--- src/rtl/centroid_update.sv ---
// Accumulates per-cluster coordinate sums/counts, then divides serially to refresh 3 centroids.
// Latency: epoch_end -> 192 DIVIDE cycles (6 x 32-cycle divisions) -> 1 UPDATE cycle with update_valid.
// Backpressure: in_ready only in ACCUM; in_valid and epoch_end outside ACCUM are ignored.
module centroid_update #(
    parameter int DATA_W = 16,
    parameter int CNT_W  = 16
) (
    input  logic              clk,
    input  logic              rst_n,
    input  logic [DATA_W-1:0] data_x,
    input  logic [DATA_W-1:0] data_y,
    input  logic [1:0]        cluster_id,
    input  logic              in_valid,
    output logic              in_ready,
    input  logic              epoch_end,
    output logic [DATA_W-1:0] c1_x,
    output logic [DATA_W-1:0] c1_y,
    output logic [DATA_W-1:0] c2_x,
    output logic [DATA_W-1:0] c2_y,
    output logic [DATA_W-1:0] c3_x,
    output logic [DATA_W-1:0] c3_y,
    output logic              update_valid,
    output logic              busy,
    output logic              cnt_overflow
);
    // Sums are wide enough that cnt_max * data_max never wraps.
    localparam int SUM_W = DATA_W + CNT_W;
    // Every division runs a fixed 32 steps over the zero-extended dividend (SUM_W <= 32).
    localparam int DIV_CYC = 32;
    localparam logic [4:0] LAST_BIT = 5'd31;

    localparam logic [DATA_W-1:0] C1_X_RST = DATA_W'(16'h0200);
    localparam logic [DATA_W-1:0] C1_Y_RST = DATA_W'(16'h0200);
    localparam logic [DATA_W-1:0] C2_X_RST = DATA_W'(16'h0600);
    localparam logic [DATA_W-1:0] C2_Y_RST = DATA_W'(16'h0600);
    localparam logic [DATA_W-1:0] C3_X_RST = DATA_W'(16'h0180);
    localparam logic [DATA_W-1:0] C3_Y_RST = DATA_W'(16'h0800);

    typedef enum logic [1:0] {
        ACCUM  = 2'd0,
        DIVIDE = 2'd1,
        UPDATE = 2'd2
    } state_t;

    state_t state_q, state_d;

    logic [2:0][SUM_W-1:0]  sum_x, sum_y;
    logic [2:0][CNT_W-1:0]  cnt;
    logic [2:0][DATA_W-1:0] cent_x, cent_y;
    logic [4:0][DATA_W-1:0] shadow;
    logic [5:0][DATA_W-1:0] result;

    logic [CNT_W-1:0]   rem, rem_next;
    logic [CNT_W:0]     rem_shift;
    logic [DATA_W-1:0]  quo, quo_next;
    logic               q_bit;
    logic [4:0]         bit_cnt;
    logic [2:0]         div_idx;
    logic [SUM_W-1:0]   dividend;
    logic [DIV_CYC-1:0] dividend_ext;
    logic [CNT_W-1:0]   divisor;
    logic               div_done;
    logic               last_step;

    assign in_ready     = (state_q == ACCUM);
    assign busy         = !in_ready;
    assign update_valid = (state_q == UPDATE);

    assign c1_x = cent_x[0];
    assign c1_y = cent_y[0];
    assign c2_x = cent_x[1];
    assign c2_y = cent_y[1];
    assign c3_x = cent_x[2];
    assign c3_y = cent_y[2];

    assign div_done  = (state_q == DIVIDE) && (bit_cnt == LAST_BIT);
    assign last_step = div_done && (div_idx == 3'd5);

    // Final quotient of the sixth division bypasses the shadow so UPDATE sees it immediately.
    assign result = {quo_next, shadow};

    // State register.
    always_ff @(posedge clk or negedge rst_n) begin
        if (!rst_n) begin
            state_q <= ACCUM;
        end else begin
            state_q <= state_d;
        end
    end

    // Next-state logic: epoch_end only matters in ACCUM; UPDATE lasts one cycle.
    always_comb begin
        state_d = state_q;
        case (state_q)
            ACCUM:   if (epoch_end) state_d = DIVIDE;
            DIVIDE:  if (last_step) state_d = UPDATE;
            UPDATE:  state_d = ACCUM;
            default: state_d = ACCUM;
        endcase
    end

    // Accumulate accepted samples; a saturated counter drops the sample and flags it; UPDATE clears.
    always_ff @(posedge clk or negedge rst_n) begin
        if (!rst_n) begin
            sum_x        <= '0;
            sum_y        <= '0;
            cnt          <= '0;
            cnt_overflow <= 1'b0;
        end else if (state_q == UPDATE) begin
            sum_x        <= '0;
            sum_y        <= '0;
            cnt          <= '0;
            cnt_overflow <= 1'b0;
        end else if (in_valid && in_ready) begin
            for (int k = 0; k < 3; k++) begin
                if (cluster_id == 2'(k)) begin
                    if (&cnt[k]) begin
                        cnt_overflow <= 1'b1;
                    end else begin
                        sum_x[k] <= sum_x[k] + SUM_W'(data_x);
                        sum_y[k] <= sum_y[k] + SUM_W'(data_y);
                        cnt[k]   <= cnt[k] + 1'b1;
                    end
                end
            end
        end
    end

    // Select operands of the current division: even index = X sum, odd = Y sum of cluster idx/2.
    always_comb begin
        dividend = '0;
        divisor  = '0;
        case (div_idx)
            3'd0:    begin dividend = sum_x[0]; divisor = cnt[0]; end
            3'd1:    begin dividend = sum_y[0]; divisor = cnt[0]; end
            3'd2:    begin dividend = sum_x[1]; divisor = cnt[1]; end
            3'd3:    begin dividend = sum_y[1]; divisor = cnt[1]; end
            3'd4:    begin dividend = sum_x[2]; divisor = cnt[2]; end
            3'd5:    begin dividend = sum_y[2]; divisor = cnt[2]; end
            default: begin dividend = '0;       divisor = '0;     end
        endcase
    end

    assign dividend_ext = DIV_CYC'(dividend);

    // One restoring step: bring down the next dividend bit, subtract when it fits.
    always_comb begin
        rem_shift = {rem, dividend_ext[LAST_BIT - bit_cnt]};
        q_bit     = (rem_shift >= {1'b0, divisor});
        rem_next  = q_bit ? CNT_W'(rem_shift - {1'b0, divisor}) : rem_shift[CNT_W-1:0];
        quo_next  = {quo[DATA_W-2:0], q_bit};
    end

    // Divider sequencing: 32 steps per division, results parked in shadow registers.
    always_ff @(posedge clk or negedge rst_n) begin
        if (!rst_n) begin
            rem     <= '0;
            quo     <= '0;
            bit_cnt <= '0;
            div_idx <= '0;
            shadow  <= '0;
        end else if (state_q == DIVIDE) begin
            if (div_done) begin
                for (int k = 0; k < 5; k++) begin
                    if (div_idx == 3'(k)) shadow[k] <= quo_next;
                end
                rem     <= '0;
                quo     <= '0;
                bit_cnt <= '0;
                div_idx <= div_idx + 3'd1;
            end else begin
                rem     <= rem_next;
                quo     <= quo_next;
                bit_cnt <= bit_cnt + 5'd1;
            end
        end else begin
            rem     <= '0;
            quo     <= '0;
            bit_cnt <= '0;
            div_idx <= '0;
        end
    end

    // Centroids change only on the last divide step; empty clusters keep their old position.
    always_ff @(posedge clk or negedge rst_n) begin
        if (!rst_n) begin
            cent_x <= {C3_X_RST, C2_X_RST, C1_X_RST};
            cent_y <= {C3_Y_RST, C2_Y_RST, C1_Y_RST};
        end else if (last_step) begin
            for (int k = 0; k < 3; k++) begin
                if (cnt[k] != '0) begin
                    cent_x[k] <= result[2*k];
                    cent_y[k] <= result[2*k+1];
                end
            end
        end
    end

endmodule

--- config.mk ---
export PLATFORM = sky130hd
export DESIGN_NAME = centroid_update
export DESIGN_NICKNAME = d
export VERILOG_FILES = /design/src/rtl/centroid_update.sv
export SDC_FILE = /design/constraint.sdc
export NUM_CORES = 1
export LEC_CHECK = 0
export ABC_AREA = 1
export CAP_MARGIN = 5
export CORE_AREA = 2 2 289 291
export CTS_CLUSTER_SIZE = 16
export DETAILED_ROUTE_END_ITERATION = 7
export DIE_AREA = 0 0 291 293
export PLACE_DENSITY = 0.56
export SLEW_MARGIN = 25
export SYNTH_ARGS = -nofsm -noshare
export SYNTH_HDL_FRONTEND = slang
export SYNTH_SLANG_ARGS = --single-unit
export TNS_END_PERCENT = 30
--- constraint.sdc ---
create_clock -name clk -period 8.84 [get_ports clk]
set_input_delay 0.884 -clock clk [delete_from_list [all_inputs] [get_ports clk]]
set_output_delay 0.884 -clock clk [all_outputs]
set_load 0.005 [all_outputs]
==> metrics.md <==
| Metric | Value |
|---|---|
| Max Cap Viol | 0 |
| Die Span Y | about 290 um |
| DRC | 0 |
| Max VDD drop | 0.135 mV |
| Register bit count reported by yosys | between 400 and 500 |
| Ant. Diodes | 0 |
| EDFF count, synth | 0 |
| Worst setup EP type | register |
| Resized cells post-CTS | 0 |
| Initial Utilization | approximately a third |
| Clk_skew | approximately 0.021 ns |
| Largest net degree at the start of global routing | approximately 130 |
| Detailed placement HPWL | around 77 mm |
| Clk slew on worst S/H paths | 0.06 ns |
| Initial drt markers | between 2k and 3k |
| First-pass GRT wire length | about 160 mm |
| H-tree depth | 2 |
| Filler instances | roughly 8.6k |
| Clock Latency Late Sink | 0.64 ns |
| Reg2reg path depth | 22 |
| Post-synthesis sequential area ratio | around 40% |
| Most used DFF post-synth | dfrtp_1 |
| Synth area leaders | dfrtp_1 39%, nand2_1 15%, o21ai_0 7.2% |
| Layout Area Growth over Synthesis | 15.2% |
| Total of warnings raised by yosys | 0 |
| Vias in the first global route | between 20k and 30k |
| Slowest CP cell | ha_1 |
| Worst r2r src | div_idx[1]$_DFFE_PN0P_ |
| Setup TNS | 0 ns |
| Crit path max-delay family | simple AND/OR/NAND/NOR gates |
| Num ports | ~140 |
| Post-synth ARST share | between 90% and 100% |
| Chip Width | ~290 um |
| Buffers and inverters on the worst path | 4 |
| CP Class | register to register |
| Top-count cell post-synth | nand2_1 |
| Layout cells sized above 1 | just over 4% |
| DIE AREA | 85300 um2 |
| Pins Over Slew Limit | 0 |
| Final wirelength | approximately 100 mm |
| Cells after Synth | around 4.0k |
| Worst slew margin | 23.6% |
| I/O Buffers | 137 |
| Hold-fix buffers, CTS | 0 |
| Leading area contributor after synthesis | dfrtp_1 |
| Total power | approximately 0.0047 W |
| Crit path cell chain | inv_1 > ha_1 > nand2_1 > inv_1 > a21oi_1 > nand2_1 > nand3_1 > nand2_1 > nand2_1 > nand2_1 > nand3_1 > nand2_1 > inv_1 > ha_1 > nand3_1 > nor2_1 > nand4_1 > nand4_2 > nand2_1 > inv_1 > nand3_1 > nand2_1 |
| Final hold slack | around 0.32 ns |
| CTS Root Cell | clkbuf_16 |
| Share of the synthesized area in the top cell type | around two fifths |
| Routability congestion estimate | roughly 0.97 |
| Status | finished clean |
| Post-Syn Nets | 4158 |
| DRT Pass-1 Iters | 7 |
| Total GRT Usage | 23.6% |
| Clock sinks | 458 |
| Worst Path Required | roughly 9.4 ns |
| CP arrival | 5.42 ns |
| Crit-path max cell delay | 0.68 ns |
| Setup Buffers After CTS | 0 |
| TritonCTS buffer count | 55 |
| Global route overflow | 0 |
| RR Endpoint | rem[11]$_DFF_PN0_ |
| DRT antenna net count | 0 |
| Worst-Margin Slew | around 1.1 ns |
| CP Launch Type | register |
| Pwr dens | between 100 and 150 nW/um2 |
| Worst-path fanout max | 22 |
| Finish-stage setup viols | 0 |
| Initial antenna violation count | 3 |
| Drt wl/cell | 19.5 um |
| Core area | about 80000 um2 |
| Vias per cell | 5.20 |
| Most common cell on crit path | nand2_1 |
| Crit. Startpoint | div_idx[1]$_DFFE_PN0P_ |
| Rows | ~110 |
| Area of the mapped netlist | 28500 um2 |
| Worst hold path class | input pin to asynchronous set/reset pin |
| Tmin final | 4.90 ns |
| Netlist cell types | between 50 and 60 |
| CTS tree | built |
| Leak | between 15 and 20 nW |
| Clk buf depth | 3 |
| Period Utilization, post-route | between 50% and 60% |
| Total Nets Final | ~4.3k |
| Fin. Hold Viols | 0 |
| Fmax | roughly 0.20 GHz |
| Synth top cells by count | 1176 x nand2_1, 449 x dfrtp_1, 408 x o21ai_0 |
| Post-synthesis area per instance | 7.15 um2 |
| RSZ-0062 raised after global routing | false |
| Reg2reg setup slack | 3.94 ns |
| DR vias | approximately 27k |
## cells in the final DEF (no fill, tap or decap), types with 56 or more instances in the layout
cell type / instances
a21oi_1: 233
nand2_1: 1174
clkdlybuf4s50_1: 136
nand3_1: 267
ha_1: 125
nor2_1: 372
dfrtp_1: 449
nand4_1: 85
clkbuf_16: 56
inv_1: 405
o21ai_0: 408
## worst max-delay path by stage
stage,endpoint,cells after the start
6_report,rem[11]$_DFF_PN0_,22
5_1_grt,rem[11]$_DFF_PN0_,24
4_1_cts,rem[11]$_DFF_PN0_,24
3_5_place_dp,rem[11]$_DFF_PN0_,24
3_3_place_gp,rem[11]$_DFF_PN0_,24
2_1_floorplan,rem[10]$_DFF_PN0_,19
## power by group
part           switching [W]  total, W  internal [W]  leakage, nW
Combinational       0.000114  0.000159     0.0000455         8.45
Clock               0.000978   0.00243       0.00145        0.941
Sequential                 0   0.00210       0.00210         6.25
## flip-flops by register name, summed over array words and instances (netlist names), 16 cells and up
signal and flops:
sum_x 96, c2_x 16, rem 16, c1_x 16, c1_y 16, sum_y 96
c3_y 16, c3_x 16, cnt 48, c2_y 16, result 80
## area by class of cell
type | instances | area (um2) | share of cell area, %
clock buffer | 83 | 1670 | 5.09
clock inverter | 18 | 272 | 0.826
inverter | 414 | 1560 | 4.74
multi-input combinational | 2994 | 15000 | 45.6
sequential | 458 | 11500 | 34.9
tap | 1070 | 1340 | 4.07
timing repair buffer | 161 | 1580 | 4.80
## per-stage QoR
stage / utilization (%) / std cells / worst slack (ns) / area, um2
2_1_floorplan: - / 3988 / 5.34 / 28500
3_3_place_gp: 37.7 / 5097 / 4.09 / 30900
3_5_place_dp: 37.7 / 5097 / 3.94 / 30900
4_1_cts: 40.1 / 5198 / 3.90 / 32800
5_1_grt: 40.1 / 5198 / 3.43 / 32900
6_report: 40.1 / 5198 / 3.94 / 32900
## metal layers
layer / vias up / wire length [um] / track usage (%)
li1: 13335 / - / -
met1: 12875 / 49100 / 34.6
met2: 708 / 44200 / 36.6
met3: 132 / 5990 / 3.27
met4: 2 / 2260 / 5.45
met5: - / 8 / 0
## logic make-up after synthesis
logic type | synth area share (%)
multiplexers | 0.0395
AO/OA/AOI/OAI | 14.0
adder cells (fa/ha/maj) | 5.98
AND/OR/NAND/NOR | 30.1
flip-flops | 40.2
XOR/XNOR | 2.27
buffers and inverters | 7.41
Power figures use the tool's default switching activity.
